`config.mk`:
```
export PLATFORM = sky130hd
export DESIGN_NAME = riscv_v_reduct_accum
export DESIGN_NICKNAME = d
export VERILOG_FILES = /design/src/rtl/riscv_v_pkg.sv /design/src/rtl/riscv_v_reduct_tree.sv /design/src/rtl/riscv_v_reduct_accum.sv
export SDC_FILE = /design/constraint.sdc
export NUM_CORES = 2
export LEC_CHECK = 0
export CAP_MARGIN = 20
export CORE_ASPECT_RATIO = 1.4
export CORE_MARGIN = 2
export CORE_UTILIZATION = 28
export CTS_CLUSTER_SIZE = 8
export DETAILED_ROUTE_END_ITERATION = 10
export SKIP_CTS_REPAIR_TIMING = 1
export SYNTH_ARGS = -nofsm -noshare
export SYNTH_HDL_FRONTEND = slang
export SYNTH_SLANG_ARGS = --single-unit
```
`constraint.sdc`:
```
create_clock -name clk -period 16.4 [get_ports clk]
set_clock_uncertainty 0.05 [all_clocks]
set_input_delay 4.92 -clock clk [delete_from_list [all_inputs] [get_ports clk]]
set_output_delay 4.92 -clock clk [all_outputs]
set_load 0.01 [all_outputs]
```
`src/rtl/riscv_v_pkg.sv`:
```
// riscv_v_pkg: shared vector-unit types, osize constants and reduction op/identity helpers
package riscv_v_pkg;
  localparam logic [1:0] OSIZE_8  = 2'd0;
  localparam logic [1:0] OSIZE_16 = 2'd1;
  localparam logic [1:0] OSIZE_32 = 2'd2;
  localparam logic [1:0] OSIZE_64 = 2'd3;
  typedef enum logic [2:0] {
    RED_SUM  = 3'd0,
    RED_MAXU = 3'd1,
    RED_MAX  = 3'd2,
    RED_MINU = 3'd3,
    RED_MIN  = 3'd4
  } reduct_op_e;
  typedef enum logic [1:0] {
    IDLE   = 2'd0,
    ACCUM  = 2'd1,
    RESULT = 2'd2
  } reduct_state_e;
  function automatic logic [63:0] sew_mask(input logic [1:0] osize);
    return osize == OSIZE_8  ? 64'h0000_0000_0000_00ff :
           osize == OSIZE_16 ? 64'h0000_0000_0000_ffff :
           osize == OSIZE_32 ? 64'h0000_0000_ffff_ffff : 64'hffff_ffff_ffff_ffff;
  endfunction
  function automatic logic [63:0] sew_sext(input logic [63:0] v, input logic [1:0] osize);
    return osize == OSIZE_8  ? {{56{v[7]}}, v[7:0]} :
           osize == OSIZE_16 ? {{48{v[15]}}, v[15:0]} :
           osize == OSIZE_32 ? {{32{v[31]}}, v[31:0]} : v;
  endfunction
  function automatic logic [63:0] reduct_identity(input reduct_op_e op, input logic [1:0] osize);
    logic [63:0] m;
    m = sew_mask(osize);
    return op == RED_MAX  ? m ^ (m >> 1) :
           op == RED_MINU ? m :
           op == RED_MIN  ? m >> 1 : 64'd0;
  endfunction
  // Operands are masked to SEW first, so bits above SEW never leak into the result
  function automatic logic [63:0] reduct_combine(input reduct_op_e op, input logic [1:0] osize,
                                                 input logic [63:0] a, input logic [63:0] b);
    logic [63:0] m, am, bm, r;
    logic gtu, gts;
    m   = sew_mask(osize);
    am  = a & m;
    bm  = b & m;
    gtu = am > bm;
    gts = $signed(sew_sext(am, osize)) > $signed(sew_sext(bm, osize));
    case (op)
      RED_MAXU: r = gtu ? am : bm;
      RED_MAX:  r = gts ? am : bm;
      RED_MINU: r = gtu ? bm : am;
      RED_MIN:  r = gts ? bm : am;
      default:  r = (am + bm) & m;
    endcase
    return r;
  endfunction
endpackage

```
`src/rtl/riscv_v_reduct_tree.sv`:
```
// riscv_v_reduct_tree: osize-aware pairwise reduction of one beat to one element
module riscv_v_reduct_tree
  import riscv_v_pkg::*;
#(
  parameter int DATA_BYTES = 16
) (
  input  reduct_op_e              op,
  input  logic [1:0]              osize,
  input  logic [8*DATA_BYTES-1:0] data,
  input  logic [DATA_BYTES-1:0]   byte_valid,
  output logic [63:0]             result
);
  logic [63:0] red [4];
  // One heap-ordered tree per element size; osize picks the root
  for (genvar s = 0; s < 4; s++) begin : g_sz
    localparam int E = 1 << s;
    localparam int N = DATA_BYTES / E;
    logic [63:0] node [2*N-1];
    for (genvar i = 0; i < N; i++) begin : g_leaf
      assign node[N-1+i] = &byte_valid[i*E +: E] ? 64'(data[i*E*8 +: E*8])
                                                 : reduct_identity(op, 2'(s));
    end
    for (genvar i = 0; i < N-1; i++) begin : g_node
      assign node[i] = reduct_combine(op, 2'(s), node[2*i+1], node[2*i+2]);
    end
    assign red[s] = node[0];
  end
  assign result = red[osize];
endmodule

```
`src/rtl/riscv_v_reduct_accum.sv`:
```
// riscv_v_reduct_accum: multi-beat vector reduction with scalar accumulator and valid/ready result
module riscv_v_reduct_accum
  import riscv_v_pkg::*;
#(
  parameter int DATA_BYTES     = 16,
  parameter int MAX_ELEM_BYTES = 8
) (
  input  logic                        clk,
  input  logic                        rst_n,
  input  logic                        flush,
  input  logic                        in_valid,
  output logic                        in_ready,
  input  logic                        in_first,
  input  logic                        in_last,
  input  logic [2:0]                  in_op,
  input  logic [1:0]                  in_osize,
  input  logic [8*MAX_ELEM_BYTES-1:0] in_seed,
  input  logic [8*DATA_BYTES-1:0]     in_data,
  input  logic [DATA_BYTES-1:0]       in_byte_valid,
  output logic                        out_valid,
  input  logic                        out_ready,
  output logic [8*MAX_ELEM_BYTES-1:0] out_result,
  output logic                        proto_err
);
  reduct_state_e state, state_d;
  reduct_op_e op_q, op_eff;
  logic [1:0] osize_q, osize_eff;
  logic [63:0] acc, tree_res, fold;
  logic accept, load, violation;
  assign accept    = in_valid & in_ready;
  assign op_eff    = in_first ? (in_op > 3'd4 ? RED_SUM : reduct_op_e'(in_op)) : op_q;
  assign osize_eff = in_first ? in_osize : osize_q;
  assign load      = accept & ~flush & (in_first | state == ACCUM);
  assign violation = accept & ~flush & (state == IDLE ? ~in_first : state == ACCUM & in_first);
  riscv_v_reduct_tree #(.DATA_BYTES(DATA_BYTES)) u_tree (
    .op         (op_eff),
    .osize      (osize_eff),
    .data       (in_data),
    .byte_valid (in_byte_valid),
    .result     (tree_res)
  );
  // A first beat always reseeds, which also covers the restart-from-ACCUM case
  assign fold = reduct_combine(op_eff, osize_eff, in_first ? 64'(in_seed) : acc, tree_res);
  always_ff @(posedge clk or negedge rst_n) begin
    if (!rst_n) state <= IDLE;
    else        state <= state_d;
  end
  always_comb begin
    state_d = flush ? IDLE :
              state == RESULT ? (out_ready ? IDLE : RESULT) :
              load ? (in_last ? RESULT : ACCUM) : state;
  end
  always_comb begin
    in_ready   = state != RESULT;
    out_valid  = state == RESULT;
    out_result = out_valid ? acc[8*MAX_ELEM_BYTES-1:0] : '0;
  end
  always_ff @(posedge clk or negedge rst_n) begin
    if (!rst_n) begin
      acc       <= '0;
      op_q      <= RED_SUM;
      osize_q   <= OSIZE_8;
      proto_err <= 1'b0;
    end else begin
      proto_err <= violation;
      if (load) begin
        acc     <= fold;
        op_q    <= op_eff;
        osize_q <= osize_eff;
      end
    end
  end
endmodule

```
==> results.sh <==
export IMPL_outcome="finished with violations"
export IMPL_violations="negative setup slack"
export IMPL_synth_sequential_area_ratio_pct=3.00
export IMPL_first_global_vias=83800
export IMPL_cts_num_sinks=72
export IMPL_fin_setup_tns_ns=-133.73
export IMPL_cpMaxStageDelayCell="sky130_fd_sc_hd__a221oi_4"
export IMPL_fp_dieArea_um2=219000
export IMPL_chipHeight_um=552
export IMPL_worstReg2RegEnd="acc[4]"
export IMPL_count_of_flip_flops_with_a_built_in_enable_after_synthesis=0
export IMPL_switchingPower_mw=12.1
export IMPL_avgViaCountPerCell=5.79
export IMPL_slew_violations=0
export IMPL_reg2regPathDepth=77
export IMPL_placement_io_buffers=286
export IMPL_syn_inst=8872
export IMPL_critical_path_startpoint_type="input pin"
export IMPL_finalSetupViolations=64
export IMPL_fraction_of_power_spent_switching_nets_pct=53.3
export IMPL_finalHoldViolCount=0
export IMPL_worst_r2r_startpoint="op_q[2]"
export IMPL_row_count=201
export IMPL_ys_async_sr_fraction_pct=100
export IMPL_path_max_fanout=8
export IMPL_cts_reportedPaths_clkPinSlew_ns=0.07
export IMPL_timing_hold_worst_class="reg -> reg"
export IMPL_timing_setup_critical_path_class="in -> reg"
export IMPL_gp_congestion=1.11
export IMPL_post_synth_and_or_nand_nor_area_fraction_pct=20.2
export IMPL_total_power_mw=22.7
export IMPL_r2r_setup_slack_ns=1.78
export IMPL_cpPeakStageDelay_ns=0.42
export IMPL_clock_tree_from_tritoncts="built"
export IMPL_clk_insertion_delay_late_ns=0.42
export IMPL_placement_cell_area_um2=90700
export IMPL_globalRoute_totalOverflow=0
export IMPL_floorplan_initialDensity_pct=28.1
export IMPL_core_area_um2=214000
export IMPL_firstDrtPassIters=6
export IMPL_wire_length_of_the_first_global_routing_pass_um=589000
export IMPL_post_synth_instance_area_um2=60100
export IMPL_drc_errors=0
export IMPL_stdcell_count=14800
export IMPL_critical_path_data_required_time_ns=16.62
export IMPL_antenna_nets_post_route=0
export IMPL_share_of_total_power_in_sequential_cells_pct=1.3
export IMPL_groute_layer_met2_usage_pct=60.9
export IMPL_internal_power_mw=10.6
export IMPL_cp_data_arrival_time_ns=18.88
export IMPL_clock_tree_htree_level_count=3
export IMPL_fin_worst_hold_slack_ns=0.452
export IMPL_grt_max_degree=91
export IMPL_pwr_share_comb_pct=97.7
export IMPL_share_of_synthesized_area_spent_on_multiplexers_pct=3.83
export IMPL_design_area_um2=96300
export IMPL_period_share_pct=114
export IMPL_yosys_register_bits=72
export IMPL_syn_num_nets=10100
export IMPL_post_route_min_period_ns=18.66
export IMPL_achievable_frequency_mhz=53.6
export IMPL_vias=85900
export IMPL_place_detailed_hpwl_um=361000
export IMPL_cts_made_buffers=9
export IMPL_finalWirelength_um=428000
export IMPL_cp_end_kind="flop"
export IMPL_grt_setup_unrepaired="yes"
export IMPL_routedWlPerCell_um=28.8
export IMPL_worst_pin_slew_ns=1.26
export IMPL_p_per_area_nw_per_um2=236
export IMPL_clockRootBuffer="sky130_fd_sc_hd__clkbuf_16"
export IMPL_io_pin_count=287
export IMPL_drive_gt1_share_pct=35.6
export IMPL_mean_instance_size_in_the_synthesized_netlist_um2=6.78
export IMPL_fin_nets=13200
export IMPL_clkPwrFrac_pct=1.0
export IMPL_hp_start="acc[37]"
export IMPL_p_leak_nw=47.3
export IMPL_synth_xor_area_share_pct=5.42
export IMPL_synth_compound_gate_area_share_pct=38.7
export IMPL_critical_path_top_cell_by_count="sky130_fd_sc_hd__buf_4"
export IMPL_largest_family_of_logic_cells_by_synthesized_area="compound AO/OA/AOI/OAI gates"
export IMPL_antenna_violations_before_repair=30
export IMPL_adder_and_majority_cell_fraction_of_the_synthesized_area_pct=20.5
export IMPL_timing_max_slew_rel_slack_pct=16.0
export IMPL_groute_usage_overall_pct=36.7
export IMPL_synth_ff_type="sky130_fd_sc_hd__dfrtp_1"
export IMPL_number_of_distinct_library_cell_variants_in_the_gate_level_netlist_after_synthesis=132
export IMPL_cap_violations=0
export IMPL_area_growth_pct=60.1
export IMPL_ys_warns=0
export IMPL_ir_worst_vdd_mv=0.273
export IMPL_grt_util_met1_pct=39.6
export IMPL_use_met3_pct=6.36
export IMPL_timing_final_ws_setup_ns=-2.26
export IMPL_die_width_um=396
export IMPL_placedCellCount=14600
export IMPL_ctsLongestPathBuffers=2
export IMPL_hold_path_end="acc[37]"
export IMPL_grt_busiest_layer="met2"
export IMPL_drt_iter0_drc=8133
export IMPL_timing_hold_worst_path_depth=2
==> Yosys cell counts (64+ instances only) <==
cell type | instances | area share [%]
sky130_fd_sc_hd__a221oi_1 | 104 | 1.5
sky130_fd_sc_hd__o21ai_0 | 565 | 4.7
sky130_fd_sc_hd__o31ai_1 | 77 | 0.96
sky130_fd_sc_hd__dfrtp_1 | 72 | 3.0
sky130_fd_sc_hd__buf_2 | 128 | 1.1
sky130_fd_sc_hd__nand4_1 | 71 | 0.74
sky130_fd_sc_hd__a31oi_1 | 114 | 1.2
sky130_fd_sc_hd__nor4_1 | 99 | 1.0
sky130_fd_sc_hd__nand3_1 | 126 | 1.0
sky130_fd_sc_hd__a21oi_1 | 858 | 7.1
sky130_fd_sc_hd__o21a_1 | 105 | 1.3
sky130_fd_sc_hd__a22oi_1 | 64 | 0.80
sky130_fd_sc_hd__nor3_1 | 189 | 1.6
sky130_fd_sc_hd__xnor2_1 | 275 | 4.0
sky130_fd_sc_hd__nor2b_1 | 100 | 1.0
sky130_fd_sc_hd__ha_1 | 941 | 20
sky130_fd_sc_hd__and2_1 | 118 | 1.2
sky130_fd_sc_hd__xor2_1 | 95 | 1.4
sky130_fd_sc_hd__o211ai_1 | 116 | 1.4
sky130_fd_sc_hd__nor2_1 | 801 | 5.0
sky130_fd_sc_hd__a31o_2 | 66 | 0.96
sky130_fd_sc_hd__a211oi_1 | 149 | 1.9
sky130_fd_sc_hd__clkbuf_1 | 321 | 2.0
sky130_fd_sc_hd__mux2i_1 | 169 | 2.8
sky130_fd_sc_hd__o221ai_1 | 70 | 1.0
sky130_fd_sc_hd__o21bai_1 | 125 | 1.6
sky130_fd_sc_hd__a21o_1 | 396 | 4.9
sky130_fd_sc_hd__nand2b_1 | 105 | 1.1
sky130_fd_sc_hd__inv_1 | 765 | 4.8
sky130_fd_sc_hd__nand2_1 | 667 | 4.2
==> cell families (layout without fill, tap and decap cells) <==
kind of cell	Yosys count	count (layout)
buf+inv	1288	4391
xor+xnor	371	371
flops	72	72
other cells	0	21
compound gates	3419	3420
fa+ha+maj	968	968
simple gates	2531	2531
mux	223	223
==> per-layer routing <==
metal	share of wire, %	up-vias
li1	-	38800
met1	36	41100
met2	45	4504
met3	7.6	1482
met4	12	8
met5	0.013	-
==> stage by stage <==
step	util, %	setup slack [ns]
6_report	45.0	-2.26
5_1_grt	45.0	-2.89
4_1_cts	42.5	-4.06
3_5_place_dp	42.4	-4.42
3_3_place_gp	42.4	-4.41
2_1_floorplan	-	-0.905
==> registers in the layout, indices dropped and copies added, names as in the netlist <==
signal,cells
proto_err,1
acc,64
osize_q,2
op_q,3
state,2
==> cell usage in the layout, fill, tap and decap left out, types with 98 or more instances in the layout <==
cell                              netlist  final
sky130_fd_sc_hd__a21o_1               396    393
sky130_fd_sc_hd__nand3_1              126    114
sky130_fd_sc_hd__ha_1                 941    867
sky130_fd_sc_hd__and2_1               118    112
sky130_fd_sc_hd__clkdlybuf4s50_1        0    281
sky130_fd_sc_hd__o21bai_1             125    121
sky130_fd_sc_hd__o21a_1               105     98
sky130_fd_sc_hd__xnor2_1              275    263
sky130_fd_sc_hd__a211oi_1             149    123
sky130_fd_sc_hd__a21oi_1              858    772
sky130_fd_sc_hd__buf_4                 11   3153
sky130_fd_sc_hd__inv_1                765    750
sky130_fd_sc_hd__nand2b_1             105     98
sky130_fd_sc_hd__nor2_1               801    759
sky130_fd_sc_hd__nor3_1               189    156
sky130_fd_sc_hd__o211ai_1             116    116
sky130_fd_sc_hd__buf_12                 0    106
sky130_fd_sc_hd__nand2_1              667    638
sky130_fd_sc_hd__o21ai_0              565    469
sky130_fd_sc_hd__mux2i_1              169    152
==> how the worst max path moves through the flow <==
stage | from | endpoint | slack (ns) | cells after the start
5_1_grt | in_first | acc[63] | -2.89 | 78
6_report | in_first | acc[4] | -2.26 | 78
2_1_floorplan | in_first | acc[8] | -0.90 | 61
3_5_place_dp | in_op[2] | acc[57] | -4.42 | 70
4_1_cts | in_op[2] | acc[57] | -4.06 | 70
3_3_place_gp | in_op[2] | acc[57] | -4.41 | 67
==> power by group through the flow <==
stage               Combinational, mW  Sequential (mW)  Clock (mW)
floorplan                        9.27            0.267           0
global placement                 19.1            0.300           0
detailed placement               19.2            0.303           0
CTS                              19.3            0.300       0.225
global route                     23.3            0.308       0.225
finish                           22.2            0.304       0.227
==> cell type report <==
cell class	instances	area [um^2]
inverter	769	2900
timing repair buffer	3606	29400
clock inverter	6	43.8
multi-input combinational	7513	58300
antenna	21	52.6
tap	2842	3560
clock buffer	10	229
fill	21900	117000
sequential	72	1800
==> critical path: cells and delay by family <==
family,cells,cell delay [ns]
fa+ha+maj,5,1.38
mux,1,0.30
xor+xnor,1,0.18
compound gates,26,4.97
buf+inv,25,3.97
simple gates,20,3.06
Power figures use the tool's default switching activity.
==> edit, RTL diff (config.mk and constraints unchanged) <==
`DATA_BYTES` is set to 16 in 2 places; all go to 8.
--- a/src/rtl/riscv_v_reduct_tree.sv
+++ b/src/rtl/riscv_v_reduct_tree.sv
@@ -2,7 +2,7 @@
 module riscv_v_reduct_tree
   import riscv_v_pkg::*;
 #(
-  parameter int DATA_BYTES = 16
+  parameter int DATA_BYTES = 8
 ) (
   input  reduct_op_e              op,
   input  logic [1:0]              osize,
--- a/src/rtl/riscv_v_reduct_accum.sv
+++ b/src/rtl/riscv_v_reduct_accum.sv
@@ -2,7 +2,7 @@
 module riscv_v_reduct_accum
   import riscv_v_pkg::*;
 #(
-  parameter int DATA_BYTES     = 16,
+  parameter int DATA_BYTES     = 8,
   parameter int MAX_ELEM_BYTES = 8
 ) (
   input  logic                        clk,
Interface: changed (resized in_byte_valid and in_data); port bits go from 287 to 215. No check against the original RTL was run, so the function may have changed too.
==> edit against the original RTL <==
Wire length down 59%. Core utilization fell by 3.5 points. Largest power group unchanged. Final area decreased by 53%. Power fell by 61%. Sequential cell count did not move. Highest routed layer unchanged. Synthesized area fell by 49%. Synthesized cell count shrank 50%. Worst setup slack better by 2400 ps. Critical path depth decreased by 17. Count of clock-buffer cells in the layout down 1.
==> edit: results (changes against the original RTL) <==
# fillers 11219 (-49%); Max IR drop VDD 0.000180 V (-34%); Arr. time, crit path 16520 ps (-2360 ps); DP Wirelength 141000 um (-61%); wire per inst 25.2 um (-12%); GRT Util Overall 29.5% (-7.2 points); CP max stage delay 550 ps (+130 ps); Detailed Route Iter0 Violations 3854 (-53%); cells on worst reg2reg path 57 (-26%); status finished, final reports clean; R2R setup slack 4380 ps (+2600 ps); crit path capture acc[17]$_DFFE_PN0P_; most frequent cells after synthesis 444 x ha_1, 426 x a21oi_1, 377 x nor2_1; vias in the first global route 39684 (-53%); Relative slew margins 24.1% (+8.1 points); nets 6155 (-53%); Pwr Density 195 mW/mm2 (-18%); port bufs 214 (-25%); layout cell share with drive strength beyond 1 28.3% (-7.3 points); register area share after synthesis 5.88% (+2.9 points); largest net degree at the start of global routing 67 (-26%); Crit-path slowest cell a222oi_1; Placer Congestion 1.03 (-7.0%); placed cell area 0.0422 mm2 (-53%); first-pass GRT wire length 250000 um (-58%); vias per cell 5.81 (+0.38%)
edit: worst min-delay path by stage:
stage,slack [ps],end,from
3_5_place_dp,450,acc[21]$_DFFE_PN0P_,acc[21]$_DFFE_PN0P_
4_1_cts,460,acc[21]$_DFFE_PN0P_,acc[21]$_DFFE_PN0P_
6_report,470,acc[22]$_DFFE_PN0P_,acc[22]$_DFFE_PN0P_
5_1_grt,490,acc[14]$_DFFE_PN0P_,acc[14]$_DFFE_PN0P_
2_1_floorplan,410,acc[59]$_DFFE_PN0P_,acc[59]$_DFFE_PN0P_
3_3_place_gp,430,acc[21]$_DFFE_PN0P_,acc[21]$_DFFE_PN0P_
edit: worst register-to-register path, delay by kind of cell, from the launching register on:
| kind | cells | cell delay (ps) |
|---|---|---|
| muxes | 3 | 680 |
| buffers and inverters | 13 | 1880 |
| xor gates and xnor gates | 1 | 140 |
| DFF | 1 | 430 |
| AOI/OAI and AO/OA | 23 | 4750 |
| adders and majority gates | 4 | 1070 |
| and+or+nand+nor | 13 | 2870 |
edit: layout make-up:
class	instances	area share, %
Inverter	353	2.94
Clock buffer	9	0.499
Tap cell	1450	4.02
Antenna cell	9	0.0499
Clock inverter	7	0.214
Multi-Input combinational cell	3736	63.0
Timing Repair Buffer	1379	25.3
Sequential cell	72	3.99
edit: cells by family (layout without fill, tap and decap cells):
logic type | count (synthesis) | count (layout) | synth area share [%]
XOR/XNOR | 158 | 158 | 4.56
AND/OR/NAND/NOR | 1228 | 1228 | 19.5
adder cells (fa/ha/maj) | 456 | 456 | 18.9
AO/OA/AOI/OAI | 1723 | 1723 | 37.8
other | 0 | 9 | 0
buffers and inverters | 617 | 1748 | 7.68
flip-flops | 72 | 72 | 5.88
multiplexers | 171 | 171 | 5.73
edit: power by group:
| group | switching, mW | total, mW | internal, mW | leakage, nW |
|---|---|---|---|---|
| registers | 0.0608 | 0.292 | 0.231 | 0.878 |
| logic | 4.44 | 8.25 | 3.81 | 20.7 |
| clock network | 0.110 | 0.243 | 0.133 | 0.148 |
| total | 4.61 | 8.78 | 4.18 | 21.8 |
edit: routing by layer:
layer,track usage [%],share of wire (%)
met1,31.6,36
met2,50.4,47
met3,4.87,7.3
met4,25.2,11
met5,0,0.015
edit: stage by stage:
stage                     total power [mW]  std cells  setup WS, ps  setup TNS, ps
final                                 8.78       7015          94.8              0
after global routing                  9.28       7006          -275          -7440
after CTS                             7.65       6931          -923         -42260
after detailed placement              7.37       6915         -1310         -67370
after global placement                7.34       6913         -1150         -57520
after floorplan                       3.96       4425          80.1              0
